### src/rtl/seg7_scan_mux.sv
// Four-digit common-anode 7-segment scanner with per-slot guard blanking and frame snapshots.
// Optional LEADING_ZERO_BLANK_EN suppresses leading zero digits, using the snapshot values.
module seg7_scan_mux #(
  parameter int unsigned REFRESH_DIV    = 100000,
  parameter int unsigned GUARD_CYCLES   = 16,
  parameter bit          ACTIVE_LOW_OUT = 1'b1
) (
  input  logic       clk,
  input  logic       reset,
  input  logic       en,
  input  logic [3:0] d1,
  input  logic [3:0] d2,
  input  logic [3:0] d3,
  input  logic [3:0] d4,
  input  logic [3:0] dp_sel,
  output logic [3:0] an,
  output logic [6:0] seg,
  output logic       dp,
  output logic [1:0] digit_idx
);

  localparam int unsigned CW    = $clog2(REFRESH_DIV);
  localparam logic [CW-1:0] LAST  = CW'(REFRESH_DIV - 1);
  localparam logic [CW-1:0] GUARD = CW'(GUARD_CYCLES);
  localparam logic [3:0] AN_OFF  = {4{ACTIVE_LOW_OUT}};
  localparam logic [6:0] SEG_OFF = {7{ACTIVE_LOW_OUT}};
  localparam logic       DP_OFF  = ACTIVE_LOW_OUT;

  typedef enum logic {ST_BLANK, ST_SHOW} state_t;

  state_t        state_q;
  logic [CW-1:0] cnt_q, cnt_d;
  logic [1:0]    idx_q, idx_d;
  logic [15:0]   snap_q, snap_d;
  logic [3:0]    sdp_q, sdp_d;
  logic [3:0]    an_q;
  logic [6:0]    seg_q;
  logic          dp_q;

  logic          wrap, load, show;
  logic [3:0]    cur_dig;
  logic [6:0]    dec_hi;
  logic [3:0]    supp;

  assign wrap  = (cnt_q == LAST);
  assign cnt_d = wrap ? '0 : cnt_q + 1'b1;
  assign idx_d = wrap ? idx_q + 2'd1 : idx_q;

  // Slot 0, count 0 is the first cycle of every frame, including the first cycle after
  // reset release or en rising, since both park the scanner there.
  assign load   = (cnt_q == '0) && (idx_q == 2'd0);
  assign snap_d = load ? {d4, d3, d2, d1} : snap_q;
  assign sdp_d  = load ? dp_sel : sdp_q;

  assign cur_dig = snap_d[{idx_q, 2'b00} +: 4];

  always_comb begin
    dec_hi = 7'b1000000;
    case (cur_dig)
      4'd0: dec_hi = 7'b0111111;
      4'd1: dec_hi = 7'b0000110;
      4'd2: dec_hi = 7'b1011011;
      4'd3: dec_hi = 7'b1001111;
      4'd4: dec_hi = 7'b1100110;
      4'd5: dec_hi = 7'b1101101;
      4'd6: dec_hi = 7'b1111101;
      4'd7: dec_hi = 7'b0000111;
      4'd8: dec_hi = 7'b1111111;
      4'd9: dec_hi = 7'b1101111;
      default: dec_hi = 7'b1000000;
    endcase
  end

`ifdef LEADING_ZERO_BLANK_EN
  logic z4, z3, z2;
  assign z4 = (snap_d[15:12] == 4'd0);
  assign z3 = (snap_d[11:8]  == 4'd0);
  assign z2 = (snap_d[7:4]   == 4'd0);
  // A requested dp keeps its own slot and every lower slot visible.
  assign supp[3] = z4 & ~sdp_d[3];
  assign supp[2] = z4 & z3 & ~(|sdp_d[3:2]);
  assign supp[1] = z4 & z3 & z2 & ~(|sdp_d[3:1]);
  assign supp[0] = 1'b0;
`else
  assign supp = 4'b0000;
`endif

  assign show = (state_q == ST_SHOW) && !supp[idx_q];

  always_ff @(posedge clk or negedge reset) begin
    if (!reset) begin
      state_q <= ST_BLANK;
      cnt_q   <= '0;
      idx_q   <= 2'd0;
      snap_q  <= 16'd0;
      sdp_q   <= 4'd0;
      an_q    <= AN_OFF;
      seg_q   <= SEG_OFF;
      dp_q    <= DP_OFF;
    end else if (!en) begin
      state_q <= ST_BLANK;
      cnt_q   <= '0;
      idx_q   <= 2'd0;
      an_q    <= AN_OFF;
      seg_q   <= SEG_OFF;
      dp_q    <= DP_OFF;
    end else begin
      cnt_q  <= cnt_d;
      idx_q  <= idx_d;
      snap_q <= snap_d;
      sdp_q  <= sdp_d;
      case (state_q)
        ST_BLANK: if (cnt_d >= GUARD) state_q <= ST_SHOW;
        ST_SHOW:  if (wrap && (GUARD != '0)) state_q <= ST_BLANK;
        default:  state_q <= ST_BLANK;
      endcase
      an_q  <= (show ? (4'b0001 << idx_q) : 4'b0000) ^ AN_OFF;
      seg_q <= (show ? dec_hi : 7'b0000000) ^ SEG_OFF;
      dp_q  <= (show & sdp_d[idx_q]) ^ DP_OFF;
    end
  end

  assign an        = an_q;
  assign seg       = seg_q;
  assign dp        = dp_q;
  assign digit_idx = idx_q;

endmodule

### config.mk
export PLATFORM = sky130hd
export DESIGN_NAME = seg7_scan_mux
export DESIGN_NICKNAME = d
export VERILOG_FILES = /design/src/rtl/seg7_scan_mux.sv
export SDC_FILE = /design/constraint.sdc
export NUM_CORES = 1
export LEC_CHECK = 0
export CAP_MARGIN = 20
export CORE_MARGIN = 1.5
export CORE_UTILIZATION = 50
export DETAILED_ROUTE_END_ITERATION = 12
export GPL_TIMING_DRIVEN = 1
export PLACE_DENSITY = 0.73
export SLEW_MARGIN = 20
export SYNTH_ARGS = -nofsm -noshare
export SYNTH_HDL_FRONTEND = slang
export SYNTH_SLANG_ARGS = --single-unit
### constraint.sdc
create_clock -name clk -period 3.3 [get_ports clk]
set_input_delay 0.495 -clock clk [delete_from_list [all_inputs] [get_ports clk]]
set_output_delay 0.495 -clock clk [all_outputs]
set_load 0.02 [all_outputs]
==> results of run 1 <==
## worst reg2reg max path, delay by kind of cell, from the launching register on
| family | cells | cell delay [ns] |
|---|---|---|
| AOI/OAI and AO/OA | 1 | 0.13 |
| adders and majority gates | 2 | 0.34 |
| buffers and inverters | 2 | 0.25 |
| DFF | 1 | 0.44 |
| muxes | 2 | 0.77 |
| and+or+nand+nor | 4 | 1.04 |
## registers in the layout (all words and copies together) (netlist names)
register,flops
state_q,1
snap_q,16
sdp_q,4
dp,1
an,4
cnt_q,17
digit_idx,2
seg,7
## through the flow
step,cells,hold slack (ns)
after floorplan,259,0.199
after global placement,361,0.478
after CTS,369,0.195
after detailed placement,361,0.487
after global routing,369,0.229
final,369,0.176
## report_power, final
part	internal, µW	switching (µW)
clock	147	217
sequential	704	30.0
combinational	170	140
total	1020	386
## cells by family (layout without fill, tap and decap cells)
| kind of cell | count (synthesis) | in the layout | synth area share [%] |
|---|---|---|---|
| AOI/OAI and AO/OA | 21 | 21 | 4.90 |
| xor gates and xnor gates | 20 | 20 | 5.91 |
| adders and majority gates | 12 | 12 | 5.07 |
| buffers and inverters | 26 | 64 | 4.60 |
| DFF | 52 | 52 | 44.4 |
| muxes | 35 | 35 | 18.6 |
| and+or+nand+nor | 93 | 93 | 16.5 |
## cells in the mapped netlist, drive strengths merged, types with 2 or more instances
master	instances
xor2	11
mux4	10
nor4b	3
clkbuf	10
dfstp	12
mux2	21
o211ai	2
and3	4
nor2	21
nor4	3
inv	8
nand3	8
nand2	25
a21oi	4
and2	5
a31oi	3
dfrtp	40
o21ai	2
mux2i	4
and4	2
nor2b	2
nand4	4
nor3	10
xnor2	9
buf	7
ha	12
a21boi	2
## per-layer routing
layer	global-route usage, %	vias up	routed length (µm)
met1	26.7	985	2640
li1	-	988	-
met3	3.66	8	186
met2	29.2	50	2520
met4	7.93	0	115
met5	0	-	0
## area by class of cell
cell class                      count  area (µm²)
Clock inverter                      3        18.8
Inverter                            9        33.8
Multi-Input combinational cell    181        1510
Sequential cell                    52        1320
Fill cell                         482        2130
Clock buffer                        5        68.8
Tap cell                           72        90.1
Timing Repair Buffer               47         438
## worst max-delay path by stage
| stage | start | end | depth (start not counted) |
|---|---|---|---|
| final | cnt_q[0]$_DFF_PN0_ | seg[5]$_DFF_PN1_ | 11 |
| after floorplan | digit_idx[0]$_DFFE_PN0P_ | seg[5]$_DFF_PN1_ | 13 |
| after global routing | cnt_q[0]$_DFF_PN0_ | seg[5]$_DFF_PN1_ | 11 |
| after detailed placement | cnt_q[0]$_DFF_PN0_ | seg[5]$_DFF_PN1_ | 11 |
| after global placement | cnt_q[0]$_DFF_PN0_ | seg[5]$_DFF_PN1_ | 11 |
| after CTS | cnt_q[0]$_DFF_PN0_ | seg[5]$_DFF_PN1_ | 11 |
==> out/results.txt, run 1 <==
Worst Path Required = 3.55 ns
Fin. max-slew vios = 0
Fin area = 3480 µm²
Dpl hpwl = 3970 µm
PnR worst setup slack = 0.247 ns
Crit path buffers/inverters = 2
Total power = 1410 µW
CTS resizes = 0
Post-route ant nets = 0
Core area = 5610 µm²
Number of synthesized register bits = 52
Setup Buffers After CTS = 0
Netlist cell types = 51
Fin crit period = 3.05 ns
Initial Util = 52.9%
Htree depth = 2
Die X = 80.0 µm
Area delta synth->final = 17.3%
Async set-reset flop share out of synthesis = 100%
Layout cells sized above 1 = 20.5%
Drt drc = 0
Leak Pwr = 0.00148 µW
Worst hold path type = in2async
Syn Area/Cell = 11.4 µm²
R2r endpoint = seg[5]$_DFF_PN1_
Crit path capture type = flip-flop
Crit path max fanout = 7
Hold_buf cts = 0
Setup TNS = 0 ns
IO Pins = 37
Startpoint type of the worst setup path = flip-flop
Port Buffer Count = 36
Most frequent CP cell = ha_1
Pin count of the biggest net entering global routing = 29
Total congestion overflow = 0
Total iterations of the first detailed-routing run = 5
TritonCTS buffer count = 5
CP peak stage delay = 0.48 ns
Clock Sinks = 52
Routability congestion estimate = 0.791
Most frequent cells in the layout = dfrtp_1 (40), clkdlybuf4s50_1 (35), nand2_1 (25)
Ranking of synthesized cells by area = dfrtp_1 (34%), dfstp_2 (11%), mux4_1 (8.9%)
Final cycle utilization of the critical path = 92.5%
CP arrival = 3.30 ns
Crit-path slowest cell = or4b_4
Via count = 2031
Post-Route Utilization = 62.0%
Maxcap violations = 0
Overall routed net length = 5460 µm
Pwr dens = 405 nW/µm²
Setup violations, final = 0
TritonCTS clock tree = yes
Cell taking the most area after synthesis = dfrtp_1
Via density per instance = 5.50
Share of the synthesized area in the top cell type = 33.8%
Clock buffer depth = 2
Worst vdd rail ir drop = 0.244 mV
Synthesized instance count = 259
Synthesized area = 2960 µm²
Nets = 331
Num rows = 27
Drt wl/cell = 14.8 µm
Reg2reg path depth = 11
Commonest non-fill, non-tap cell in the layout = dfrtp_1
Outcome = complete, no violations
Initial DRC count = 60
CP Cell Sequence = inv_1 > ha_1 > or4b_4 > nor3_4 > mux4_1 > mux2i_1 > inv_2 > ha_1 > nor2_1 > nand3_1 > a21boi_1
Worst clock skew = 0.00631 ns
Reg clk slew, reported paths = 0.09 ns
Diode count = 0
Synthesis Warnings = 0
Die Y-Extent = 80.0 µm
Initial antenna violation count = 0
CP Class = reg2reg
Area of placed instances = 3390 µm²
Worst-margin pin slew = 0.853 ns
Main synth FF type = dfrtp_1
Total track usage = 19.1%
Pre-CTS WS = 0.241 ns
Die area = 6400 µm²
RSZ-0062 raised after global routing = false
Clock Root Buffer = clkbuf_8
Vias in the first global route = 1979
Largest delay share family, worst path = simple AND/OR/NAND/NOR gates
Reg-to-reg slack, setup = 0.25 ns
Post-synth EDFFs = 0
Reg2Reg Launch Point = cnt_q[0]$_DFF_PN0_
First-pass GRT wire length = 9400 µm
Post-synthesis sequential area ratio = 44.4%
Fin. Hold Viols = 0
Clock Latency Late Sink = 0.31 ns
Fmax = 328 MHz
Post-synthesis net count = 294
Slew headroom = 43.0%
(Power assumes the default switching activity.)
==> run 2, diff against run 1 <==
Settings changed: CORE_MARGIN 1.5 to default, PLACE_DENSITY 0.73 to default, PLACE_DENSITY_LB_ADDON from default to 0.25.
==> out/results.txt, run 2 (synthesis gave the netlist of run 1 again) <==
Num rows = 27
Final cycle utilization of the critical path = 90.1%
Pwr dens = 417 nW/µm²
Combinational share of power = 22.5%
P_int = 1050 µW
Outcome = complete, no violations
Worst clock skew = 0.00815 ns
Setup TNS = 0 ns
Sw frac = 28.4%
Drt wl/cell = 15.5 µm
Worst vdd rail ir drop = 0.323 mV
Fin. max-slew vios = 0
PnR worst setup slack = 0.326 ns
Commonest non-fill, non-tap cell in the layout = dfrtp_1
Die area = 6240 µm²
Initial DRC count = 60
Diode count = 0
Leak Pwr = 0.00149 µW
Overall routed net length = 5700 µm
First-pass GRT wire length = 9430 µm
Maxcap violations = 0
Htree depth = 2
Fin area = 3500 µm²
Share of power burned in registers = 50.6%
Die Y-Extent = 79.0 µm
Clock buffer depth = 2
Initial Util = 52.9%
Startpoint type of the worst setup path = flip-flop
Total congestion overflow = 0
Most flops, register = cnt_q
Max reg flops = 17
Die X = 79.0 µm
Post-route ant nets = 0
Total track usage = 19.8%
Crit path capture type = flip-flop
Slew headroom = 49.7%
Total iterations of the first detailed-routing run = 4
Area of placed instances = 3370 µm²
Layout cells sized above 1 = 20.9%
Fin crit period = 2.97 ns
RSZ-0062 raised after global routing = false
Worst hold path type = in2async
Dpl hpwl = 4120 µm
Via count = 2054
Fin. Hold Viols = 0
Most frequent cells in the layout = dfrtp_1 (40), clkdlybuf4s50_1 (35), nand2_1 (25)
Fmax = 336 MHz
TritonCTS buffer count = 5
Reg clk slew, reported paths = 0.11 ns
Via density per instance = 5.58
CP Class = reg2reg
Crit path max fanout = 8
Net Switching = 416 µW
Routability congestion estimate = 0.843
TritonCTS clock tree = yes
Nets = 330
IO Pins = 37
Clock Sinks = 52
Drt drc = 0
CP arrival = 3.22 ns
Clock share of power = 26.9%
Port Buffer Count = 36
Vias in the first global route = 1913
Area delta synth->final = 18.2%
Initial antenna violation count = 0
Worst-margin pin slew = 0.755 ns
Core area = 5610 µm²
Pin count of the biggest net entering global routing = 36
Worst Path Required = 3.54 ns
Clock Root Buffer = clkbuf_8
Pre-CTS WS = 0.125 ns
Setup violations, final = 0
Clock Latency Late Sink = 0.31 ns
==> run 2: final cells by class <==
| type | instances | area, µm² |
|---|---|---|
| clock buffers | 5 | 68.8 |
| clock inverters | 3 | 28.8 |
| fillers | 476 | 2100 |
| inverters | 9 | 33.8 |
| multi-input cells | 181 | 1520 |
| flip-flops and latches | 52 | 1320 |
| well taps | 72 | 90.1 |
| repair buffers | 46 | 443 |
==> run 2: critical path: stages (launching register included) <==
cell and delay (ns):
dfrtp_1 0.44, clkinv_1 0.21, ha_1 0.21, nor4b_1 0.25
nand2_1 0.15, nor3_4 0.23, buf_12 0.15, buf_4 0.11
mux4_1 0.26, nand2_1 0.08, and2_1 0.21, inv_1 0.11
ha_1 0.20, nor2_1 0.10, nand3_1 0.07, a21boi_1 0.13
==> run 2: final timing paths <==
check | from | endpoint | slack [ns] | cells past startpoint
worst max-delay path | digit_idx[1]$_DFFE_PN0P_ | seg[5]$_DFF_PN1_ | 0.33 | 15
worst min-delay path | reset | cnt_q[0]$_DFF_PN0_ | 0.25 | 1
worst max register to register | digit_idx[1]$_DFFE_PN0P_ | seg[5]$_DFF_PN1_ | 0.33 | 15
worst min register to register | sdp_q[2]$_DFFE_PN0P_ | sdp_q[2]$_DFFE_PN0P_ | 0.51 | 1
max in group asynchronous | reset | seg[3]$_DFF_PN1_ | 2.25 | 2
min in group clk | sdp_q[2]$_DFFE_PN0P_ | sdp_q[2]$_DFFE_PN0P_ | 0.51 | 1
==> run 2: what timing repair did <==
action / in CTS / in global routing
endpoints found under the setup margin: 0 / 7
setup buffers: 0 / 2
hold buffers: 0 / 0
gates resized for setup: 0 / 2
==> run 2: power groups by stage <==
stage	combinational, µW	clock (µW)	sequential [µW]
floorplan	232	0	736
global placement	302	0	747
detailed placement	315	0	751
CTS	315	407	739
global route	358	433	749
finish	329	393	740
==> run 2: per-stage QoR <==
stage                     power, µW  cells  hold slack (ns)  utilization (%)
after floorplan                 968    259            0.199                -
after global placement         1050    358            0.478             60.0
after detailed placement       1070    358            0.484             60.0
after CTS                      1460    366            0.272             61.8
after global routing           1540    368            0.297             62.5
final                          1460    368            0.245             62.5
==> run 2: layer usage <==
| metal | vias up | track usage, % | wire, µm |
|---|---|---|---|
| met5 | - | 0 | 0 |
| met2 | 56 | 30.8 | 2730 |
| met4 | 0 | 5.09 | 63 |
| met3 | 6 | 3.91 | 203 |
| met1 | 997 | 28.3 | 2700 |
| li1 | 995 | - | - |
==> run 3, diff against run 2 <==
Settings changed: CORE_MARGIN from default to 2.
==> out/results.txt, run 3 (synthesis gave the netlist of run 1 again) <==
Outcome = complete, no violations
Clock share of power = 26.6%
Crit-path slowest cell = dfrtp_1
Total track usage = 18.0%
CP arrival = 3.17 ns
CP Cell Sequence = clkinv_1 > ha_1 > nor4b_1 > nand2_1 > nor3_4 > buf_12 > mux4_1 > mux2i_2 > inv_2 > ha_1 > nor2_1 > nand3_1 > a21boi_1
Diode count = 0
Total congestion overflow = 0
Htree depth = 2
Crit path capture type = flip-flop
Largest delay share family, worst path = simple AND/OR/NAND/NOR gates
Final cycle utilization of the critical path = 88.6%
Core area = 5820 µm²
Slew headroom = 56.9%
Most flops, register = cnt_q
P_int = 1040 µW
Worst vdd rail ir drop = 0.259 mV
TritonCTS buffer count = 5
Worst hold path type = in2async
Crit path buffers/inverters = 3
TritonCTS clock tree = yes
Clock buffer depth = 2
Setup violations, final = 0
Die Y-Extent = 81.0 µm
Most frequent CP cell = ha_1
Overall routed net length = 5420 µm
Net Switching = 404 µW
Via count = 2002
Post-Place Cells = 361
Fin. Hold Viols = 0
Initial antenna violation count = 0
Reg clk slew, reported paths = 0.11 ns
Combinational share of power = 22.3%
Die X = 81.0 µm
Num rows = 28
Fin. max-slew vios = 0
Initial Util = 51.0%
Most frequent cells in the layout = dfrtp_1 (40), clkdlybuf4s50_1 (35), nand2_1 (25)
Vias in the first global route = 1827
PnR worst setup slack = 0.378 ns
Sw frac = 28.0%
Port Buffer Count = 36
Fin crit period = 2.92 ns
Initial DRC count = 121
Final cell count without fillers = 371
Clock Root Buffer = clkbuf_8
Area delta synth->final = 18.1%
Dpl hpwl = 3860 µm
Via density per instance = 5.40
Fmax = 342 MHz
Fillcell total = 509
RSZ-0062 raised after global routing = false
Die area = 6560 µm²
CP peak stage delay = 0.45 ns
Routability congestion estimate = 0.836
Startpoint type of the worst setup path = flip-flop
Leak Pwr = 0.00148 µW
Total iterations of the first detailed-routing run = 4
Commonest non-fill, non-tap cell in the layout = dfrtp_1
First-pass GRT wire length = 8970 µm
Drt wl/cell = 14.6 µm
Layout cells sized above 1 = 20.9%
Setup TNS = 0 ns
Pin count of the biggest net entering global routing = 49
Maxcap violations = 0
Worst-margin pin slew = 0.641 ns
Worst clock skew = 0.0108 ns
Post-route ant nets = 0
Worst Path Required = 3.54 ns
Pre-CTS WS = 0.258 ns
IO Pins = 37
Share of power burned in registers = 51.1%
Max reg flops = 17
Drt drc = 0
Clock Sinks = 52
Crit path max fanout = 8
Pwr dens = 413 nW/µm²
CP Class = reg2reg
Total power = 1440 µW
Nets = 330
Clock Latency Late Sink = 0.32 ns
## run 3: cell count changes in the layout (fill, tap and decap cells not counted)
| cell | previous run | this run |
|---|---|---|
| inv_6 | 2 | 0 |
| buf_4 | 9 | 10 |
| clkinvlp_4 | 0 | 1 |
| mux2i_2 | 0 | 1 |
| mux2i_4 | 2 | 1 |
| clkinv_4 | 0 | 1 |
| buf_2 | 1 | 0 |
## run 3: worst paths after layout
path	start	to	slack, ns	depth (start not counted)
min in group clk	snap_q[7]$_DFFE_PN0P_	snap_q[7]$_DFFE_PN0P_	0.51	1
min reg2reg	snap_q[7]$_DFFE_PN0P_	snap_q[7]$_DFFE_PN0P_	0.51	1
min	reset	snap_q[12]$_DFFE_PN0P_	0.19	1
max reg2reg	digit_idx[1]$_DFFE_PN0P_	seg[5]$_DFF_PN1_	0.38	13
max	digit_idx[1]$_DFFE_PN0P_	seg[5]$_DFF_PN1_	0.38	13
max in group asynchronous	reset	seg[4]$_DFF_PN1_	2.53	2
## run 3: cell type report
type,count,area (µm²),area share [%]
well taps,75,93.8,2.68
repair buffers,46,445,12.7
clock buffers,5,68.8,1.97
flip-flops and latches,52,1320,37.6
clock inverters,3,27.5,0.786
inverters,9,33.8,0.965
multi-input cells,181,1520,43.3
## run 3: per-layer routing
metal | global-route usage [%] | part of all wire, %
met1 | 25.8 | 49
met2 | 27.5 | 47
met3 | 3.33 | 3.0
met4 | 6.27 | 1.8
met5 | 0 | 0
## run 3: what timing repair did
| action | CTS | global route |
|---|---|---|
| hold buffers | 0 | 0 |
| resized for setup | 0 | 1 |
| setup endpoints to repair | 0 | 5 |
| buffers inserted | 0 | 2 |
## run 3: metrics by stage
stage	cell area [µm²]	hold WS, ns	utilization, %
final	3500	0.185	60.2
after global routing	3500	0.228	60.2
after CTS	3470	0.402	59.6
after detailed placement	3370	0.484	58.0
after global placement	3370	0.480	58.0
after floorplan	2960	0.199	-
## run 3: worst register-to-register path, stage by stage, from the launching register on
cell	delay [ns]
dfrtp_1	0.45
clkinv_1	0.19
ha_1	0.21
nor4b_1	0.23
nand2_1	0.15
nor3_4	0.23
buf_12	0.15
mux4_1	0.30
mux2i_2	0.30
inv_2	0.15
ha_1	0.20
nor2_1	0.09
nand3_1	0.07
a21boi_1	0.13
## run 3: power groups by stage
stage	clock (µW)	sequential, µW	combinational (µW)
2_1_floorplan	0	736	232
3_3_place_gp	0	746	302
3_5_place_dp	0	750	312
4_1_cts	399	738	312
5_1_grt	419	746	351
6_report	384	738	322
==> RTL change, RTL diff (flow settings as in run 1) <==
Change the parameter `ACTIVE_LOW_OUT` from 1'b1 to 1'b0.
--- a/src/rtl/seg7_scan_mux.sv
+++ b/src/rtl/seg7_scan_mux.sv
@@ -3,7 +3,7 @@
 module seg7_scan_mux #(
   parameter int unsigned REFRESH_DIV    = 100000,
   parameter int unsigned GUARD_CYCLES   = 16,
-  parameter bit          ACTIVE_LOW_OUT = 1'b1
+  parameter bit          ACTIVE_LOW_OUT = 1'b0
 ) (
   input  logic       clk,
   input  logic       reset,
Function: changed (a bounded check fails within 4 cycles, from zero or initial values and one cycle with reset low).
==> RTL change against run 1 <==
Routed wire length fell by 1.2%. Sequential cell count unchanged. Worst setup slack improved by 0.12 ns. Die area down 2.4%. Utilization grew 0.24 points. Sequential share of layout area down 0.12 points. Area after synthesis shrank 2.5%. Combinational power is 8.1% lower. Power increased by 3.9%. Fmax rose by 3.9%. Clock skew grew 0.0062 ns. Synthesized cell count fell by 3.9%. Final area is 0.83% lower.
==> RTL change: results (changes against run 1) <==
final_layout:
  fin_nets: 324  # -2.1%
  drive_gt1_share_pct: 17.9  # -2.6 points
timing:
  skew_ns: 0.0125  # +0.00619 ns
  worstMarginPinSlew_ns: 0.820  # -0.0331 ns
worst_setup_path:
  r2r-end: "seg[5]"
  critPathSlowestCell: "dfrtp_1"
  reg2reg_slack_ns: 0.36  # +0.12 ns
  cp.arrival_ns: 3.15  # -0.15 ns
  rr_startpoint: "digit_idx[1]"
  cp_max_fo: 9  # +2
  worstRegToRegCells: 12  # +1
synth:
  synth_nets: 284  # -3.4%
  ys_top_cells_by_count: "52 x dfrtp_1, 25 x mux2_2, 21 x nor2_1, 14 x nand2_1, 12 x ha_1"
placement:
  io_buffers: 36  # unchanged
  preCtsSetupSlack_ns: 0.384  # +0.144 ns
  dp_hpwl_um: 3920  # -1.2%
  place.gp.congestion: 0.835  # +5.6%
global_route:
  grt_pass1_vias: 1854  # -6.3%
  grt_max_degree: 38  # +31%
  grt_first_pass_wirelength_um: 8970  # -4.5%
run_status:
  status: "finished, final reports clean"
pwr:
  irDropWorstVdd_v: 0.000262  # +7.2%
  p_leak_nw: 1.50  # +1.3%
routing:
  totalWireLength_um: 5400  # -1.2%
  drtPass1Iterations: 4  # -1
  vias_per_cell: 5.50  # -0.12%
  first_iter_violations: 99  # +65%
clock_network:
  cts_root_buf: "clkbuf_8"
RTL change: worst max-delay path: cells and delay by family, from the launching register on:
| family | cells | cell delay (ns) |
|---|---|---|
| multiplexers | 3 | 0.95 |
| buffers and inverters | 3 | 0.24 |
| flip-flops | 1 | 0.45 |
| AND/OR/NAND/NOR | 3 | 0.77 |
| adder cells (fa/ha/maj) | 2 | 0.29 |
| AO/OA/AOI/OAI | 1 | 0.12 |
RTL change: worst max-delay path by stage:
stage | start | slack [ns] | end
6_report | digit_idx[1] | 0.36 | seg[5]
3_3_place_gp | digit_idx[1] | 0.45 | seg[5]
3_5_place_dp | digit_idx[1] | 0.38 | seg[3]
2_1_floorplan | digit_idx[0] | 0.21 | seg[5]
4_1_cts | digit_idx[1] | 0.34 | seg[5]
5_1_grt | digit_idx[1] | 0.06 | seg[3]
RTL change: cells by family after synthesis:
group,count (synthesis),share of synthesized area (%)
AOI/OAI and AO/OA,25,5.67
xor gates and xnor gates,17,5.15
adders and majority gates,12,5.19
buffers and inverters,21,3.38
DFF,52,45.0
muxes,37,19.7
and+or+nand+nor,85,15.9
RTL change: cell type report:
| type | instances | share of cell area (%) |
|---|---|---|
| Tap cell | 72 | 2.61 |
| Timing Repair Buffer | 43 | 11.8 |
| Clock inverter | 3 | 1.38 |
| Clock buffer | 5 | 2.00 |
| Sequential cell | 52 | 37.7 |
| Multi-Input combinational cell | 176 | 43.3 |
| Inverter | 11 | 1.20 |
RTL change: where the power goes:
group | switching (mW) | total [mW] | leakage [nW] | internal [mW]
Combinational | 0.127 | 0.285 | 0.764 | 0.158
Sequential | 0.0316 | 0.731 | 0.679 | 0.699
Clock | 0.218 | 0.446 | 0.0583 | 0.229
RTL change: through the flow:
stage / util (%) / hold WS, ns / instance area, sq um / std cells
floorplan: - / 0.199 / 2890 / 249
global placement: 60.1 / 0.480 / 3330 / 354
detailed placement: 60.1 / 0.486 / 3330 / 354
CTS: 62.2 / 0.291 / 3450 / 362
global route: 62.2 / 0.340 / 3450 / 362
finish: 62.2 / 0.275 / 3450 / 362
RTL change: routing by layer:
| layer | global-route usage [%] | vias up | routed length [um] |
|---|---|---|---|
| met4 | 7.02 | 0 | 72 |
| met2 | 29.5 | 46 | 2580 |
| li1 | - | 976 | - |
| met3 | 4.02 | 4 | 199 |
| met1 | 25.9 | 964 | 2540 |
| met5 | 0 | - | 0 |
